**src/rtl/extend_pipe.sv**
```systemverilog
// extend_pipe: registered immediate extender (zero/sign/upper/branch) with valid/ready, flush and optional skid buffer (EXTEND_SKID_EN)
module extend_pipe #(
    parameter int IN_W   = 16,
    parameter int OUT_W  = 32,
    parameter int MODE_W = 2
) (
    input  logic              clk,
    input  logic              rst_n,
    input  logic              flush,
    input  logic              in_valid,
    output logic              in_ready,
    input  logic [MODE_W-1:0] ext_op,
    input  logic [IN_W-1:0]   data,
    output logic              out_valid,
    input  logic              out_ready,
    output logic [OUT_W-1:0]  ext_data,
    output logic              op_err
);
    logic [OUT_W-1:0] zext, sext, res;
    logic             err, out_free, accept;
    always_comb begin
        zext = {{(OUT_W-IN_W){1'b0}}, data};
        sext = {{(OUT_W-IN_W){data[IN_W-1]}}, data};
        err  = 32'(ext_op) > 32'd3;
        res  = ext_op == MODE_W'(0) ? zext :
               ext_op == MODE_W'(2) ? zext << (OUT_W-IN_W) :
               ext_op == MODE_W'(3) ? sext << 2 : sext;
    end
    assign out_free = !out_valid || out_ready;
    assign accept   = in_valid && in_ready;
`ifdef EXTEND_SKID_EN
    logic             skid_valid, skid_err;
    logic [OUT_W-1:0] skid_data;
    assign in_ready = !skid_valid;
    always_ff @(posedge clk or negedge rst_n) begin
        if (!rst_n) begin
            out_valid  <= 1'b0;
            ext_data   <= '0;
            op_err     <= 1'b0;
            skid_valid <= 1'b0;
            skid_data  <= '0;
            skid_err   <= 1'b0;
        end else if (flush) begin
            out_valid  <= 1'b0;
            skid_valid <= 1'b0;
        end else if (out_free) begin
            out_valid <= skid_valid || accept;
            if (skid_valid) begin
                ext_data   <= skid_data;
                op_err     <= skid_err;
                skid_valid <= 1'b0;
            end else if (accept) begin
                ext_data <= res;
                op_err   <= err;
            end
        end else if (accept) begin
            skid_data  <= res;
            skid_err   <= err;
            skid_valid <= 1'b1;
        end
    end
`else
    assign in_ready = out_free;
    always_ff @(posedge clk or negedge rst_n) begin
        if (!rst_n) begin
            out_valid <= 1'b0;
            ext_data  <= '0;
            op_err    <= 1'b0;
        end else if (flush) begin
            out_valid <= 1'b0;
        end else if (out_free) begin
            out_valid <= accept;
            if (accept) begin
                ext_data <= res;
                op_err   <= err;
            end
        end
    end
`endif
endmodule
```
**config.mk**
```make
export PLATFORM = sky130hd
export DESIGN_NAME = extend_pipe
export DESIGN_NICKNAME = d
export VERILOG_FILES = /design/src/rtl/extend_pipe.sv
export SDC_FILE = /design/constraint.sdc
export NUM_CORES = 1
export LEC_CHECK = 0
export ABC_AREA = 1
export CORE_MARGIN = 8
export CORE_UTILIZATION = 30
export DETAILED_ROUTE_END_ITERATION = 10
export PLACE_DENSITY = 0.6
export SETUP_SLACK_MARGIN = 0.2
export SLEW_MARGIN = 20
export SYNTH_ARGS = -nofsm -noshare
export SYNTH_HDL_FRONTEND = slang
export SYNTH_SLANG_ARGS = --single-unit
export TNS_END_PERCENT = 1
```
**constraint.sdc**
```tcl
create_clock -name clk -period 1.1 [get_ports clk]
set_input_delay 0.33 -clock clk [delete_from_list [all_inputs] [get_ports clk]]
set_output_delay 0.33 -clock clk [all_outputs]
set_load 0.05 [all_outputs]
```
### Word level (Yosys, flattened, before mapping)

Cells that the tools add are included.

* flip-flop bits (word level): 33
* bits of input ports: 23
* output and inout bits: 35
* logic and storage cells: 16

* equality and inequality tests: 2
* mux-type cells: 5
* bitwise operators: 1
* reductions and logical operators: 6

Operator list (number)
* two-way mux 32 bit: 1
* two-way mux 31 bit: 1
* two-way mux 17 bit: 1
* equality test 2 bit (second input constant): 2
* AND reduction 3 bit: 1
* logical NOT 2 bit: 1
* two-way mux 1 bit: 2
* nonzero test 2 bit: 1
* logical AND 1 bit: 1
* logical NOT 1 bit: 1
* logical OR 1 bit: 1
* NOT 1 bit: 1

### Logic depth before layout (Yosys ltp)

* depth in word-level cells: 5
* gate-level depth with buffers: 8
* depth with buffers taken out: 7

### Least setup slack after synthesis

Ideal clock, no wire load.

* path kind: register -> register
* start point: register out_valid
* end point: register ext_data[10]
* library setup time: 0.118 ns
* arrival: 1.469 ns
* data required time: 0.982 ns
* path slack: -0.487 ns
* stages on the path, launching flop included: 7
* buffers on the path: 1
* period minus slack after synthesis: 1.587 ns
* path through: dfrtp_1 -> nand2_2 -> nand2_4 -> inv_2 -> buf_2 -> nand2_1 -> nand2_1

* longest elaborated chain between the ends: 4

Ends and longest elaborated chain
* from (decl): RTL line 14 `output logic out_valid,`
* from (signal assigned): RTL line 72 `out_valid <= accept;`
* logical NOT 1 bit *: RTL line 29 `assign out_free = !out_valid || out_ready;`
* logical OR 1 bit *: RTL line 29
* named net in_ready: RTL line 11 `output logic in_ready,`
* logical AND 1 bit: RTL line 30 `assign accept = in_valid && in_ready;`
* AND reduction 3 bit (no line) *
* to (signal assigned): RTL line 74 `ext_data <= res;`
* to (decl): RTL line 16 `output logic [OUT_W-1:0] ext_data,`

Mark *: on every way through the listed nets, which the timed path passes. The rest lies on a longest branch.
A chain may end at the register's enable or synchronous reset.

### Worst setup path after layout

* start point: register out_valid
* end point: output port out_valid

No word-level cell between the ends.

==> out/metrics.yaml <==
floorplanning:
  initial_core_util: 0.312
  core.rowCount: 27
  ios: 58
  die_x_um: 91.6
  core_area_mm2: 0.00551
  die-area_mm2: 0.00840
  die_y_um: 91.6
sta:
  clock.fmax_ghz: 0.752
  hold_viol: 0
  fin_tns_setup_ns: -3.93
  whs_ns: 0.394
  rsz0062_at_grt: "yes"
  final-setup-viol-count: 61
  skew_ns: 0.00172
  period_share: 1.21
  drv_slew: 0
  fin_ws_ns: -0.230
  fin_crit_ns: 1.33
clocking:
  clock_latency_ns: 0.28
  tritoncts: "done"
  cts_num_sinks: 33
  cts_buffer_depth: 2
  cts_hold_buffers: 0
  cts-root-buf: "clkbuf_8"
  clk_pin_slew_ns: 0.06
  h-tree-depth: 2
  numCtsBuffers: 5
run_status:
  status: "finished, violations left"
  violations: "setup timing"
min_path:
  min_path_cells: 2
  hp-start: "flush"
  hold_path.class: "input pin to flop"
  hold_end: "out_valid"
worst_setup_path:
  startpoint_type: "flop"
  worstRegToRegCells: 6
  crit_arrival_ns: 1.00
  slowest_stage: "dfrtp_2"
  endpoint_kind: "primary output"
  path_cells: "buf_6 > buf_12"
  r2r-start: "out_valid"
  rrSetupSlack_ns: -0.05
  rr_endpoint: "ext_data[15]"
  cp.required_ns: 0.77
  cp_max_fo: 2
  critical_path.max_stage_delay_ns: 0.45
  path_class: "flop to primary output"
logic_synthesis:
  ys_seq_area_frac: 0.481
  synth.avg_cell_area_um2: 7.37
  ys_seq_elements: 33
  yosys_warnings: 0
  syn_inst: 233
  synth_fp_nets: 256
  synth_area_mm2: 0.00172
  synth.distinct_cells: 17
finish:
  multi_input_area_um2: 698
  diodes: 0
  nNetsFinal: 322
  area_growth_pct: 70.0
  seq_area_um2: 827
  fill_cells: 503
  drive_gt1_frac: 0.227
  stdcell_area_mm2: 0.00292
pwr:
  cellPowerDensity_mw_per_mm2: 1550
  seqPwrFrac: 0.353
  post-layout-total-power_w: 0.00453
  p_clk_frac: 0.207
  pwr-share-comb: 0.440
  power.switching_w: 0.00168
  p_int_w: 0.00285
  worst_ir_drop_vdd_mv: 0.601
  swShare: 0.371
  leakage_nw: 1.53
detailed_routing:
  drt_iter0_drc: 92
  wl_per_cell_um: 12.8
  vias: 1657
  wl_mm: 4.76
  vias_per_cell: 4.45
  drc: 0
  antenna_left: 0
  drtPass1Iterations: 4
flow_run:
  maxCapViolCount: 0
global_routing:
  grt_start_max_net_pins: 34
  grt_pass1_vias: 1765
  grt-ovfl-total: 0
  grt_pass1_wl_mm: 8.38
  antenna_found_initial: 0
  grt_usage: 0.121
placement:
  place_area_mm2: 0.00282
  gp_congestion: 0.849
  hpwl_mm: 3.75
  portBuffers: 56
  post-place-ws_ns: -0.484
## worst max-delay path: cells and delay by family, from the launching register on
family                 cells  cell delay (ns)
buffers and inverters      2             0.26
flip-flops                 1             0.45
## layer usage
metal | vias to the layer above | routed length (µm) | global-route usage
met1 | 757 | 2190 | 0.153
met3 | 7 | 317 | 0.0359
met2 | 52 | 2180 | 0.192
met4 | 0 | 75 | 0.0450
li1 | 841 | - | -
met5 | - | 0 | 0
## synthesized netlist by cell type
master   count  share of area
nand2_1    110           0.24
dfrtp_1     33           0.48
inv_1       29          0.063
nand3_1     16          0.047
o22ai_1     12          0.044
buf_2        7          0.020
inv_2        4         0.0087
o21ai_0      4          0.012
buf_4        3          0.013
buf_6        3          0.020
nand2_4      3          0.020
nor2_1       3         0.0066
nor2_4       2          0.013
a21oi_1      1         0.0029
conb_1       1         0.0022
nand2_2      1         0.0036
o21ai_1      1         0.0029
## power groups by stage
stage / registers (W) / logic, W / clock network (W)
6_report: 0.00160 / 0.00200 / 0.000938
5_1_grt: 0.00162 / 0.00211 / 0.00102
4_1_cts: 0.00160 / 0.00202 / 0.000957
3_5_place_dp: 0.00162 / 0.00202 / 0
3_3_place_gp: 0.00162 / 0.00200 / 0
2_1_floorplan: 0.00215 / 0.000369 / 0
## state kept, by name, summed over array words and instances (netlist names)
signal and count:
out_valid 1, ext_data 32
## per-stage QoR
step,utilization,std cells
6_report,0.530,372
5_1_grt,0.530,372
4_1_cts,0.530,372
3_5_place_dp,0.511,363
3_3_place_gp,0.511,363
2_1_floorplan,-,233
## worst max path at each step
stage,from,endpoint,cells after the start
4_1_cts,out_valid,out_valid,2
3_3_place_gp,ext_op[1],ext_data[16],8
3_5_place_dp,ext_op[1],ext_data[27],8
6_report,out_valid,out_valid,2
2_1_floorplan,out_valid,ext_data[25],6
5_1_grt,out_valid,out_valid,2
## cell usage in the layout (no fill, tap or decap), drive strengths merged
master / netlist / routed
a21oi: 1 / 1
buf: 13 / 50
conb: 1 / 1
nand2: 114 / 114
inv: 33 / 33
nand3: 16 / 16
o22ai: 12 / 12
dfrtp: 33 / 33
clkbuf: 0 / 8
clkdlybuf4s50: 0 / 17
dlygate4sd2: 0 / 5
nor2: 5 / 5
o21ai: 5 / 5
## final cells by class
cell class | instances | area share
Timing Repair Buffer | 72 | 0.373
Tap cell | 72 | 0.0309
Sequential cell | 33 | 0.283
Clock buffer | 8 | 0.0309
Multi-Input combinational cell | 154 | 0.239
Inverter | 33 | 0.0425
## repair_timing
| action | 4_1_cts | 5_1_grt |
|---|---|---|
| cloned | 0 | 0 |
| pin swaps | 1 | 0 |
| setup buffers | 1 | 0 |
| gates resized for setup | 9 | 0 |
| endpoints found under the setup margin | 66 | 66 |
## cell families after synthesis
group | Yosys count | share of synthesized area
and+or+nand+nor | 135 | 0.330
buffers and inverters | 46 | 0.125
DFF | 33 | 0.481
AOI/OAI and AO/OA | 18 | 0.0612
other | 1 | 0.00218
Power figures use the tool's default switching activity.
